**src/rtl/mesi_pkg.sv**
```systemverilog
// Shared definitions for the per-CPU MESI coherence-bus responder:
// command codes, line states and the responder FSM state encoding.
package mesi_pkg;

  localparam int unsigned CMD_NOP      = 0;
  localparam int unsigned CMD_WR_SNOOP = 1;
  localparam int unsigned CMD_RD_SNOOP = 2;
  localparam int unsigned CMD_EN_WR    = 3;
  localparam int unsigned CMD_EN_RD    = 4;

  typedef enum logic [1:0] {
    LS_I = 2'd0,
    LS_S = 2'd1,
    LS_E = 2'd2,
    LS_M = 2'd3
  } line_state_e;

  typedef enum logic [2:0] {
    ST_IDLE     = 3'd0,
    ST_LOOKUP   = 3'd1,
    ST_WB_REQ   = 3'd2,
    ST_CPU_EN   = 3'd3,
    ST_CPU_WAIT = 3'd4,
    ST_ACK      = 3'd5
  } fsm_state_e;

endpackage

```
**src/rtl/mesi_line_table.sv**
```systemverilog
// Direct-mapped tag/MESI-state table: one combinational read port and one
// synchronous write port. Reset invalidates every line and clears its tag.
module mesi_line_table
  import mesi_pkg::*;
#(
  parameter int TAG_WIDTH   = 24,
  parameter int INDEX_WIDTH = 4
) (
  input  logic                   clk,
  input  logic                   rst_n,
  input  logic [INDEX_WIDTH-1:0] i_rd_idx,
  output logic [TAG_WIDTH-1:0]   o_rd_tag,
  output line_state_e            o_rd_state,
  input  logic                   i_wr_en,
  input  logic [INDEX_WIDTH-1:0] i_wr_idx,
  input  logic [TAG_WIDTH-1:0]   i_wr_tag,
  input  line_state_e            i_wr_state
);

  localparam int DEPTH = 1 << INDEX_WIDTH;

  logic [TAG_WIDTH-1:0] r_tag   [DEPTH];
  line_state_e          r_state [DEPTH];

  always_ff @(posedge clk or negedge rst_n) begin
    if (!rst_n) begin
      for (int i = 0; i < DEPTH; i++) begin
        r_tag[i]   <= '0;
        r_state[i] <= LS_I;
      end
    end else if (i_wr_en) begin
      r_tag[i_wr_idx]   <= i_wr_tag;
      r_state[i_wr_idx] <= i_wr_state;
    end
  end

  assign o_rd_tag   = r_tag[i_rd_idx];
  assign o_rd_state = r_state[i_rd_idx];

endmodule

```
**src/rtl/mesi_cbus_snoop.sv**
```systemverilog
// Per-CPU coherence-bus responder: latches one bus command, snoops or enables
// the local CPU, writes back Modified lines, and answers with a 4-phase ack.
module mesi_cbus_snoop
  import mesi_pkg::*;
#(
  parameter int ADDR_WIDTH     = 32,
  parameter int CBUS_CMD_WIDTH = 3,
  parameter int OFFSET_WIDTH   = 4,
  parameter int INDEX_WIDTH    = 4,
  parameter int WB_CNT_WIDTH   = 16
) (
  input  logic                      clk,
  input  logic                      rst_n,
  input  logic [ADDR_WIDTH-1:0]     cbus_addr_i,
  input  logic [CBUS_CMD_WIDTH-1:0] cbus_cmd_i,
  output logic                      cbus_ack_o,
  output logic                      wb_req_o,
  output logic [ADDR_WIDTH-1:0]     wb_addr_o,
  input  logic                      wb_ack_i,
  output logic                      cpu_en_wr_o,
  output logic                      cpu_en_rd_o,
  output logic [ADDR_WIDTH-1:0]     cpu_addr_o,
  input  logic                      cpu_done_i,
  output logic [WB_CNT_WIDTH-1:0]   wb_cnt_o,
  output fsm_state_e                dbg_state_o
);

  // Handshakes: the bus command is a 4-phase req/ack (command held non-NOP
  // until ack, ack dropped the cycle after NOP is seen); wb_req_o stays high
  // with a stable address until wb_ack_i is sampled; cpu_en_* is a one-cycle
  // grant and cpu_done_i is only honoured while waiting for the CPU.

  localparam int TAG_WIDTH = ADDR_WIDTH - OFFSET_WIDTH - INDEX_WIDTH;

  fsm_state_e                r_state, w_next;
  logic [CBUS_CMD_WIDTH-1:0] r_cmd;
  logic [ADDR_WIDTH-1:0]     r_addr;
  logic [WB_CNT_WIDTH-1:0]   r_wb_cnt;

  logic [INDEX_WIDTH-1:0] w_idx;
  logic [TAG_WIDTH-1:0]   w_tag, w_rd_tag, w_wr_tag;
  line_state_e            w_rd_state, w_wr_state;
  logic                   w_hit, w_is_snoop, w_is_en, w_wr_en;

  assign w_idx      = r_addr[OFFSET_WIDTH +: INDEX_WIDTH];
  assign w_tag      = r_addr[ADDR_WIDTH-1 -: TAG_WIDTH];
  assign w_hit      = (w_rd_state != LS_I) && (w_rd_tag == w_tag);
  assign w_is_snoop = (r_cmd == CBUS_CMD_WIDTH'(CMD_WR_SNOOP)) ||
                      (r_cmd == CBUS_CMD_WIDTH'(CMD_RD_SNOOP));
  assign w_is_en    = (r_cmd == CBUS_CMD_WIDTH'(CMD_EN_WR)) ||
                      (r_cmd == CBUS_CMD_WIDTH'(CMD_EN_RD));

  mesi_line_table #(
    .TAG_WIDTH  (TAG_WIDTH),
    .INDEX_WIDTH(INDEX_WIDTH)
  ) u_table (
    .clk       (clk),
    .rst_n     (rst_n),
    .i_rd_idx  (w_idx),
    .o_rd_tag  (w_rd_tag),
    .o_rd_state(w_rd_state),
    .i_wr_en   (w_wr_en),
    .i_wr_idx  (w_idx),
    .i_wr_tag  (w_wr_tag),
    .i_wr_state(w_wr_state)
  );

  always_ff @(posedge clk or negedge rst_n) begin
    if (!rst_n) begin
      r_state  <= ST_IDLE;
      r_cmd    <= '0;
      r_addr   <= '0;
      r_wb_cnt <= '0;
    end else begin
      r_state <= w_next;
      if (r_state == ST_IDLE && cbus_cmd_i != CBUS_CMD_WIDTH'(CMD_NOP)) begin
        r_cmd  <= cbus_cmd_i;
        r_addr <= cbus_addr_i;
      end
      if (r_state == ST_WB_REQ && wb_ack_i && r_wb_cnt != '1) begin
        r_wb_cnt <= r_wb_cnt + WB_CNT_WIDTH'(1);
      end
    end
  end

  always_comb begin
    w_next = r_state;
    case (r_state)
      ST_IDLE:     if (cbus_cmd_i != CBUS_CMD_WIDTH'(CMD_NOP)) w_next = ST_LOOKUP;
      ST_LOOKUP: begin
        if (w_is_en)                                      w_next = ST_CPU_EN;
        else if (w_is_snoop && w_hit && w_rd_state == LS_M) w_next = ST_WB_REQ;
        else                                              w_next = ST_ACK;
      end
      ST_WB_REQ:   if (wb_ack_i)   w_next = ST_ACK;
      ST_CPU_EN:   w_next = ST_CPU_WAIT;
      ST_CPU_WAIT: if (cpu_done_i) w_next = ST_ACK;
      ST_ACK:      if (cbus_cmd_i == CBUS_CMD_WIDTH'(CMD_NOP)) w_next = ST_IDLE;
      default:     w_next = ST_IDLE;
    endcase
  end

  // The line is read from the latched address, which is stable for the whole
  // transaction, so the single table write happens on entry to ACK.
  always_comb begin
    w_wr_en    = 1'b0;
    w_wr_tag   = w_rd_tag;
    w_wr_state = w_rd_state;
    if (w_next == ST_ACK && r_state != ST_ACK) begin
      case (r_cmd)
        CBUS_CMD_WIDTH'(CMD_WR_SNOOP): if (w_hit) begin
          w_wr_en    = 1'b1;
          w_wr_state = LS_I;
        end
        CBUS_CMD_WIDTH'(CMD_RD_SNOOP): if (w_hit) begin
          w_wr_en    = 1'b1;
          w_wr_state = LS_S;
        end
        CBUS_CMD_WIDTH'(CMD_EN_WR): begin
          w_wr_en    = 1'b1;
          w_wr_tag   = w_tag;
          w_wr_state = LS_M;
        end
        CBUS_CMD_WIDTH'(CMD_EN_RD): begin
          w_wr_en    = 1'b1;
          w_wr_tag   = w_tag;
          w_wr_state = LS_S;
        end
        default: w_wr_en = 1'b0;
      endcase
    end
  end

  assign cbus_ack_o  = (r_state == ST_ACK);
  assign wb_req_o    = (r_state == ST_WB_REQ);
  assign wb_addr_o   = wb_req_o ? {r_addr[ADDR_WIDTH-1:OFFSET_WIDTH], {OFFSET_WIDTH{1'b0}}} : '0;
  assign cpu_en_wr_o = (r_state == ST_CPU_EN) && (r_cmd == CBUS_CMD_WIDTH'(CMD_EN_WR));
  assign cpu_en_rd_o = (r_state == ST_CPU_EN) && (r_cmd == CBUS_CMD_WIDTH'(CMD_EN_RD));
  assign cpu_addr_o  = (r_state == ST_CPU_EN || r_state == ST_CPU_WAIT) ? r_addr : '0;
  assign wb_cnt_o    = r_wb_cnt;
  assign dbg_state_o = r_state;

endmodule

```
**config.mk**
```make
export PLATFORM = sky130hd
export DESIGN_NAME = mesi_cbus_snoop
export DESIGN_NICKNAME = d
export VERILOG_FILES = /design/src/rtl/mesi_pkg.sv /design/src/rtl/mesi_line_table.sv /design/src/rtl/mesi_cbus_snoop.sv
export SDC_FILE = /design/constraint.sdc
export NUM_CORES = 1
export LEC_CHECK = 0
export ABC_AREA = 0
export CAP_MARGIN = 30
export CORE_ASPECT_RATIO = 1.25
export CORE_MARGIN = 5
export CORE_UTILIZATION = 50
export DETAILED_ROUTE_END_ITERATION = 8
export PLACE_DENSITY = 0.77
export SLEW_MARGIN = 30
export SYNTH_ARGS = -nofsm -noshare
export SYNTH_HDL_FRONTEND = slang
export SYNTH_HIERARCHICAL = 1
export SYNTH_SLANG_ARGS = --single-unit
```
**constraint.sdc**
```tcl
create_clock -name clk -period 5.05 [get_ports clk]
set_clock_uncertainty 0.2 [all_clocks]
set_input_delay 1.01 -clock clk [delete_from_list [all_inputs] [get_ports clk]]
set_output_delay 1.01 -clock clk [all_outputs]
set_load 0.02 [all_outputs]
```
==> qor.yml, run 1 <==
status: "finished clean"
wire_per_inst_um: 25.9
critPathArrivalTime_ns: 5.09
tritoncts.num_buffers: 45
tightestPinTransition_ns: 0.922
fin_crit_ns: 4.84
io_buffer_count: 121
core_area_mm2: 0.0440
ys_async_sr_fraction_pct: 100
clock_sinks: 470
grt_max_degree: 127
vias: 13303
power_per_cell_area_mw_per_mm2: 442
path_class: "flip-flop to flip-flop"
hp-class: "primary input to asynchronous set/reset pin"
diodes: 0
htreeDepth: 2
synthDominantCellAreaShare_pct: 53.0
ys_seq_elements: 470
period_share_pct: 95.8
nFillCells: 3192
area_growth_syn_to_layout_pct: 18.7
clk_pin_slew_worst_paths_ns: 0.06
drt_first_pass_iters: 5
end_kind: "flip-flop"
syn_area_mm2: 0.0222
synth-seq-area-share_pct: 53.0
grt_pass1_wl_um: 88900
fmax_ghz: 0.207
holdBufCountCts: 0
routed_via_density: 6.01
nets: 1646
synth_top_area_cell: "dfrtp_1"
tns_ns: 0
grt_overflow_total: 0
grt_pass1_vias: 14586
max_cap_viol_count: 0
ant_nets: 0
ctsLongestPathBuffers: 3
ys.flop_type: "dfrtp_1"
die_w_um: 198
place_hpwl_um: 36300
globalRouteTotalUtil_pct: 23.6
setup_viol: 0
cp_max_fo: 13
ir_worst_vdd_mv: 0.395
gp_congestion: 0.826
clk_latency_ns: 0.57
synth_cells: 1468
startpoint_type: "flip-flop"
placementRows: 86
p_leak_nw: 12.5
routed_wl_um: 57300
synth_most_common_cell: "dfrtp_1"
drive_gt1_share_pct: 45.6
final_hold_viol_count: 0
dieArea_mm2: 0.0487
synth-edff-count: 0
synth.area.top_cells: "dfrtp_1 53%, mux2_2 20%, mux4_2 11%"
start_util_pct: 50.4
fin_util_pct: 59.8
synth_cell_types: 46
required_ns: 5.30
synthTopCellsByCount: "470 x dfrtp_1, 389 x mux2_2, 104 x mux4_2"
die_h_um: 245
remaining_drc_errors: 0
cts_root_buf: "clkbuf_16"
cts_tree: "built"
slew_headroom_pct: 38.5
synth-warning-count: 6
pin_count: 126
slew_viol_final: 0
drt-initial-drc-count: 1028
synth_area_per_cell_um2: 15.1
antenna_found_initial: 0
stage by stage:
step	total power [mW]	cells	cell area [um^2]	hold WS, ns	worst slack, ns
CTS	11.6	2210	26200	0.295	0.0251
global route	12.1	2215	26300	0.218	-0.00164
finish	11.6	2215	26300	0.184	0.210
detailed placement	7.99	2126	24600	0.280	-0.222
floorplan	6.47	1471	22200	0.259	0.579
global placement	7.92	2126	24600	0.268	-0.288
path summary, 6_finish.rpt:
check / to / depth (start not counted) / from / slack (ns)
worst max register to register: u_table/r_tag[289] / 16 / r_addr[4] / 0.21
max in group asynchronous: r_addr[4] / 3 / rst_n / 3.29
worst min-delay path: u_table/r_tag[284] / 1 / rst_n / 0.18
min in group clk: u_table/r_tag[82] / 1 / u_table/r_tag[82] / 0.29
worst max-delay path: u_table/r_tag[289] / 16 / r_addr[4] / 0.21
worst min register to register: u_table/r_tag[82] / 1 / u_table/r_tag[82] / 0.29
registers in the layout, summed over array words and instances, names as in the netlist:
register / cells
dbg_state_o: 3
u_table/r_tag: 384
r_addr: 32
wb_cnt_o: 16
u_table/r_state: 32
r_cmd: 3
metal layers:
metal	track usage [%]	up-vias	wire [um]
met2	42.1	373	30800
met5	0	-	0
met3	2.84	131	2380
met4	8.23	0	2200
met1	29.9	7172	21900
li1	-	5627	-
cells by family after synthesis:
logic type               synth area share (%)
AND/OR/NAND/NOR                          4.74
adder cells (fa/ha/maj)                0.0564
XOR/XNOR                                 1.58
flip-flops                               53.0
other                                  0.0169
buffers and inverters                    2.63
multiplexers                             35.6
AO/OA/AOI/OAI                            2.35
power by group:
part,internal (mW),switching (mW)
sequential,4.11,0.389
combinational,1.55,1.98
clock,2.15,1.46
total,7.81,3.83
layout by cell type (no fill, tap or decap), types with 8 or more instances in the layout:
cell type	instances
a22oi_1	53
and2_1	31
buf_12	30
buf_4	52
clkbuf_1	9
clkbuf_16	48
clkbuf_8	9
clkdlybuf4s50_1	120
clkinv_2	10
dfrtp_1	468
mux2_1	23
mux2_2	389
mux2_4	60
mux4_2	104
nand2_1	44
nand3_1	13
nor2_1	8
nor2_4	9
nor2b_1	35
xnor2_1	11
xor2_1	29
repair_timing:
| action | 4_1_cts | 5_1_grt |
|---|---|---|
| resized for setup | 4 | 6 |
| gates cloned | 0 | 1 |
| pin swaps | 0 | 2 |
| endpoints found under the setup margin | 412 | 412 |
| buffers inserted | 0 | 3 |
cell type report:
class	instances	area (um^2)	area share, %
clock buffers	65	1330	5.06
clock inverters	19	254	0.965
inverters	2	7.51	0.0285
multi-input cells	881	9970	37.8
flip-flops and latches	470	11800	44.7
well taps	572	716	2.72
repair buffers	206	2290	8.69
critical path: stages (launching register included):
cell	delay (ns)
dfrtp_4	0.50
buf_16	0.19
buf_12	0.17
mux4_2	0.50
a22oi_1	0.21
nand2_1	0.23
xor2_1	0.24
nor4_2	0.33
nand4_1	0.20
nor3_1	0.21
buf_4	0.15
a31oi_1	0.13
a21oi_2	0.26
nor3b_4	0.29
and3_2	0.34
buf_12	0.18
mux2_2	0.36
Power figures use the tool's default switching activity.
==> run 2: changes to the inputs <==
--- a/config.mk
+++ b/config.mk
@@ -9,9 +9,10 @@
 export CAP_MARGIN = 30
 export CORE_ASPECT_RATIO = 1.25
 export CORE_MARGIN = 5
-export CORE_UTILIZATION = 50
+export CORE_UTILIZATION = 35
+export CTS_BUF_LIST = sky130_fd_sc_hd__clkbuf_8
 export DETAILED_ROUTE_END_ITERATION = 8
-export PLACE_DENSITY = 0.77
+export PLACE_DENSITY = 0.6
 export SLEW_MARGIN = 30
 export SYNTH_ARGS = -nofsm -noshare
 export SYNTH_HDL_FRONTEND = slang
==> run 2 against run 1 <==
Against the previous run: sequential share of layout area is 1.0 points lower; final cell count is 16% higher; wire length is 3.6% higher; non-clock buffer count is 18 higher; utilization is 17 points lower; clock-buffer cell count is 44 higher; register-to-register slack better by 0.05 ns; sequential cell count stayed put; first-iteration DRC count is 13% lower; hold slack worse by 0.14 ns; critical endpoint is now u_table/r_tag[184]; highest routed layer unchanged.
==> qor.yml, run 2 (same netlist as run 1, synthesis figures left out) <==
clkPwrFrac_pct: 30.8
grt_use_met1_pct: 22.9
startpoint_type: "flip-flop"
status: "finished clean"
placed_cell_area_mm2: 0.0251
use_met2_pct: 29.3
cp_max_fo: 22
vias: 13431
required_ns: 5.36
nets: 1701
final_cells: 2567
ir_worst_vdd_mv: 0.281
final_hold_viol_count: 0
cts_root_buf: "clkbuf_8"
drive_gt1_share_pct: 47.2
drt-initial-drc-count: 895
core_area_mm2: 0.0630
top_regs: "u_table/r_tag x384, r_addr x32, u_table/r_state x32"
top_register: "u_table/r_tag"
place_hpwl_um: 38500
rsz0062_at_grt: "no"
diodes: 0
routed_wl_um: 59400
start_util_pct: 35.2
nFillCells: 5672
fmax_ghz: 0.209
clk_pin_slew_worst_paths_ns: 0.06
p_comb_share_pct: 30.8
period_share_pct: 94.8
tightestPinTransition_ns: 0.626
rrSetupSlack_ns: 0.26
timing.rr.end: "u_table/r_tag[184]"
reg2regPathDepth: 16
gp_congestion: 0.790
drt_first_pass_iters: 5
io_buffer_count: 121
post-place-ws_ns: -0.155
critPathLaunch: "r_addr[4]"
fin_util_pct: 42.8
routed_via_density: 5.23
globalRouteMet3Util_pct: 2.69
timing.rr.start: "r_addr[4]"
wire_per_inst_um: 23.1
swShare_pct: 33.7
max_cap_viol_count: 0
tritoncts.num_buffers: 82
grt_pass1_wl_um: 92400
dp.cells: 2408
hp-class: "primary input to asynchronous set/reset pin"
placementRows: 103
die_w_um: 235
grt_max_degree: 111
p_int_mw: 7.76
globalRouteTotalUtil_pct: 17.3
remaining_drc_errors: 0
tns_ns: 0
area_growth_syn_to_layout_pct: 21.6
layout.cells.most_common: "dfrtp_1"
ant_nets: 0
fin_ws_ns: 0.262
layout_common_cells: "468 x dfrtp_1, 391 x mux2_2, 120 x clkdlybuf4s50_1"
largest_reg_flops: 384
busiest_layer: "met2"
critPathArrivalTime_ns: 5.10
slew_headroom_pct: 58.3
switching_power_mw: 3.95
clk_latency_ns: 0.65
pwr-share-seq_pct: 38.4
htreeDepth: 3
whs_ns: 0.0484
die_h_um: 291
path_class: "flip-flop to flip-flop"
stdcell_area_mm2: 0.0270
p_leak_nw: 12.8
dieArea_mm2: 0.0685
pin_count: 126
setup_viol: 0
cts_tree: "built"
grt_pass1_vias: 14850
ctsLongestPathBuffers: 3
grt_overflow_total: 0
clock_sinks: 470
fin_crit_ns: 4.79
antenna_found_initial: 1
total_power_mw: 11.7
end_kind: "flip-flop"
endpoint: "u_table/r_tag[184]"
power_per_cell_area_mw_per_mm2: 434
slew_viol_final: 0
-- run 2: cell count changes in the layout (fill, tap and decap cells not counted), moves of 3 or more --
cell / previous run / this run
clkinv_2: 10 / 6
bufinv_16: 6 / 2
clkbuf_8: 9 / 109
clkbuf_16: 48 / 0
inv_1: 2 / 31
buf_12: 30 / 33
clkbuf_1: 9 / 0
buf_6: 0 / 3
buf_4: 52 / 66
-- run 2: worst min path at each step --
stage,start,end,slack (ns),cells after the start
5_1_grt,rst_n,u_table/r_tag[40],0.02,1
4_1_cts,rst_n,u_table/r_tag[224],0.25,1
3_3_place_gp,u_table/r_tag[94],u_table/r_tag[94],0.27,1
6_report,rst_n,u_table/r_tag[224],0.05,1
3_5_place_dp,u_table/r_tag[82],u_table/r_tag[82],0.28,1
2_1_floorplan,u_table/r_tag[76],u_table/r_tag[76],0.26,1
-- run 2: critical path: stages, from the launching register on --
cell      delay, ns
dfrtp_4        0.48
buf_12         0.15
buf_12         0.22
mux4_2         0.55
a22oi_1        0.20
nand2_1        0.15
xor2_1         0.20
nor4_2         0.29
buf_4          0.15
nand4_1        0.26
nor3_4         0.26
a31oi_1        0.15
a21oi_2        0.22
nand3b_1       0.12
or3_2          0.48
buf_4          0.24
mux2_4         0.32
-- run 2: final cells by class --
cell class	instances	area [um^2]	area share, %
Inverter	2	7.51	0.0278
Timing Repair Buffer	224	2430	9.03
Sequential cell	470	11800	43.7
Multi-Input combinational cell	881	9970	37.0
Clock inverter	41	230	0.854
Tap cell	840	1050	3.90
Clock buffer	109	1500	5.56
-- run 2: power by group through the flow --
stage / combinational [mW] / sequential [mW] / clock [mW]
finish: 3.61 / 4.50 / 3.60
global route: 3.82 / 4.54 / 3.89
CTS: 3.55 / 4.53 / 3.73
detailed placement: 3.51 / 4.61 / 0
global placement: 3.49 / 4.59 / 0
floorplan: 2.10 / 4.38 / 0
-- run 2: timing repair --
action,in CTS,in global routing
setup buffers,1,7
gates resized for setup,2,8
hold buffers,0,0
pin swaps,0,3
setup endpoints to repair,413,416
-- run 2: routing by layer --
metal | wire, um | share of wire [%]
met1 | 25800 | 43
met2 | 29900 | 50
met3 | 2220 | 3.7
met4 | 1460 | 2.5
met5 | 0 | 0
==> run 3: changes to the inputs <==
--- a/config.mk
+++ b/config.mk
@@ -8,13 +8,11 @@
 export ABC_AREA = 0
 export CAP_MARGIN = 30
 export CORE_ASPECT_RATIO = 1.25
-export CORE_MARGIN = 5
 export CORE_UTILIZATION = 35
 export CTS_BUF_LIST = sky130_fd_sc_hd__clkbuf_8
 export DETAILED_ROUTE_END_ITERATION = 8
-export PLACE_DENSITY = 0.6
+export PLACE_DENSITY = 0.59
 export SLEW_MARGIN = 30
 export SYNTH_ARGS = -nofsm -noshare
 export SYNTH_HDL_FRONTEND = slang
-export SYNTH_HIERARCHICAL = 1
 export SYNTH_SLANG_ARGS = --single-unit
==> run 3 against run 2 <==
Against the previous run: wire length is 10% higher; sequential share of layout area is 1.9 points lower; clock power is 1% higher; synthesized area is 7.3% higher; global-route usage is 1.9 points higher; largest cell class unchanged; sequential cell count stayed put; via count is 9.7% higher; synthesized cell count is 16% higher; first-iteration DRC count is 9.5% higher; highest routed layer unchanged; sequential power is 20% higher; clock-buffer cell count is 3 lower.
==> qor.yml, run 3 <==
synth_cells: 1703
ys.flop_type: "dfrtp_1"
tns_ns: 0
clk_pin_slew_worst_paths_ns: 0.06
holdBufCountCts: 0
antenna_found_initial: 1
max_cap_viol_count: 0
placementRows: 106
layout_common_cells: "468 x dfrtp_1, 282 x mux2_2, 152 x mux2_4"
io_buffer_count: 121
synth.area.top_cells: "dfrtp_1 49%, mux2_2 13%, mux2_4 9.6%"
grt_max_degree: 101
hp-class: "primary input to asynchronous set/reset pin"
drt_first_pass_iters: 5
layout.cells.most_common: "dfrtp_1"
ys_seq_elements: 470
start_util_pct: 35.5
area_growth_syn_to_layout_pct: 18.6
clock_sinks: 470
remaining_drc_errors: 0
largest_reg_flops: 384
cts_tree: "built"
ant_nets: 0
path_class: "flip-flop to flip-flop"
globalRouteTotalUtil_pct: 19.2
synth-edff-count: 0
cp_max_fo: 19
period_share_pct: 87.5
post_cts_buffers: 0
rrSetupSlack_ns: 0.63
cts_root_buf: "clkbuf_8"
top_register: "u_table.r_tag"
synthDominantCellAreaShare_pct: 49.4
routed_via_density: 5.25
pin_count: 126
grt_overflow_total: 0
cts_resized: 0
top_regs: "u_table.r_tag x384, r_addr x32, u_table.r_state x32"
setup_viol: 0
grt_pass1_wl_um: 100000
end_kind: "flip-flop"
syn_area_mm2: 0.0238
rsz0062_at_grt: "no"
synth_area_per_cell_um2: 14.0
synth-warning-count: 0
reg2regPathDepth: 13
wire_per_inst_um: 23.3
synth_cell_types: 58
p_leak_nw: 12.8
power_per_cell_area_mw_per_mm2: 539
synthTopCellsByCount: "470 x dfrtp_1, 282 x mux2_2, 152 x mux2_4"
slew_headroom_pct: 35.4
drive_gt1_share_pct: 38.8
vias: 14733
dieArea_mm2: 0.0690
fin_util_pct: 42.0
status: "finished clean"
ys_async_sr_fraction_pct: 100
multi_input_area_mm2: 0.0111
required_ns: 5.38
htreeDepth: 3
synth-seq-area-share_pct: 49.4
die_w_um: 235
place_hpwl_um: 43100
die_h_um: 293
synth_top_area_cell: "dfrtp_1"
timing.rr.start: "r_addr[4]"
ir_worst_vdd_mv: 0.259
ctsLongestPathBuffers: 3
critPathArrivalTime_ns: 4.75
timing.rr.end: "u_table.r_tag[219]"
synth_most_common_cell: "dfrtp_1"
core_area_mm2: 0.0671
nets: 1921
gp_congestion: 0.834
drt-initial-drc-count: 980
slew_viol_final: 0
final_hold_viol_count: 0
nFillCells: 6213
seq_area_mm2: 0.0118
routed_wl_um: 65500
grt_pass1_vias: 16155
fin_crit_ns: 4.42
tightestPinTransition_ns: 0.954
fmax_ghz: 0.226
clk_latency_ns: 0.67
tritoncts.num_buffers: 81
startpoint_type: "flip-flop"
[run 3: cell types whose count changed after synthesis, sizes merged, moves of 13 or more]
| cell | before | now |
|---|---|---|
| xor2 | 29 | 16 |
| nand2 | 45 | 87 |
| inv | 2 | 22 |
| mux2i | 1 | 114 |
| xnor2 | 11 | 35 |
| clkbuf | 52 | 65 |
| nand3 | 13 | 26 |
| nand4 | 3 | 22 |
| nor2 | 18 | 31 |
| mux2 | 472 | 446 |
| o21ai | 4 | 36 |
| mux4 | 104 | 66 |
[run 3: final cells by class]
type | instances | area share, %
multi-input combinational | 1079 | 39.5
clock buffer | 106 | 5.17
sequential | 470 | 41.7
clock inverter | 38 | 0.940
antenna | 1 | 0.00887
inverter | 24 | 0.319
tap | 864 | 3.83
timing repair buffer | 225 | 8.54
[run 3: logic make-up (layout without fill, tap and decap cells)]
group	count (synthesis)	count (layout)	share of synthesized area [%]
compound gates	127	127	3.61
xor+xnor	51	51	1.88
fa+ha+maj	1	1	0.0526
buf+inv	157	393	3.91
flops	470	470	49.4
mux	626	626	35.4
other cells	1	5	0.0158
simple gates	270	270	5.70
[run 3: worst max path at each step]
stage	depth (start not counted)	slack [ns]	to	startpoint
global placement	13	0.66	u_table.r_tag[7]	r_addr[4]
global route	5	0.39	cpu_addr_o[5]	dbg_state_o[2]
finish	13	0.63	u_table.r_tag[219]	r_addr[4]
detailed placement	10	0.63	u_table.r_tag[21]	cbus_cmd_i[2]
floorplan	12	1.34	u_table.r_tag[350]	r_addr[5]
CTS	5	0.58	cpu_addr_o[4]	dbg_state_o[2]
[run 3: where the power goes]
group	internal, mW	switching (mW)	total [mW]
combinational	2.79	3.41	6.19
sequential	4.60	0.775	5.38
clock	2.08	1.57	3.64
total	9.46	5.75	15.2
[run 3: through the flow]
stage          worst slack [ns]  area [um^2]  hold WS (ns)  instances  power (mW)
6_report                  0.632        28200         0.218       2807        15.2
3_5_place_dp              0.627        26500         0.274       2662        11.6
3_3_place_gp              0.660        26500         0.263       2662        11.5
4_1_cts                   0.576        28200         0.218       2806        15.3
2_1_floorplan              1.34        23800         0.252       1706        9.26
5_1_grt                   0.391        28200         0.268       2807        16.0
[run 3: routing by layer]
| metal | track usage [%] | wire length, um | vias to the layer above | part of all wire (%) |
|---|---|---|---|---|
| met5 | 0 | 0 | - | 0 |
| met4 | 8.25 | 2240 | 0 | 3.4 |
| met3 | 2.90 | 2320 | 114 | 3.5 |
| met2 | 33.7 | 34000 | 312 | 52 |
| met1 | 23.4 | 27000 | 7791 | 41 |
| li1 | - | - | 6516 | - |
[run 3: worst max-delay path, stage by stage, from the launching register on]
cell and delay, ns:
dfrtp_4 0.65, buf_12 0.27, buf_12 0.18, mux4_2 0.49, a22oi_1 0.22, nand2_1 0.14, xnor2_1 0.15, nand4_1 0.18
a2111oi_2 0.35, nand4_1 0.22, buf_12 0.25, mux2i_4 0.27, buf_12 0.28, mux2_2 0.37
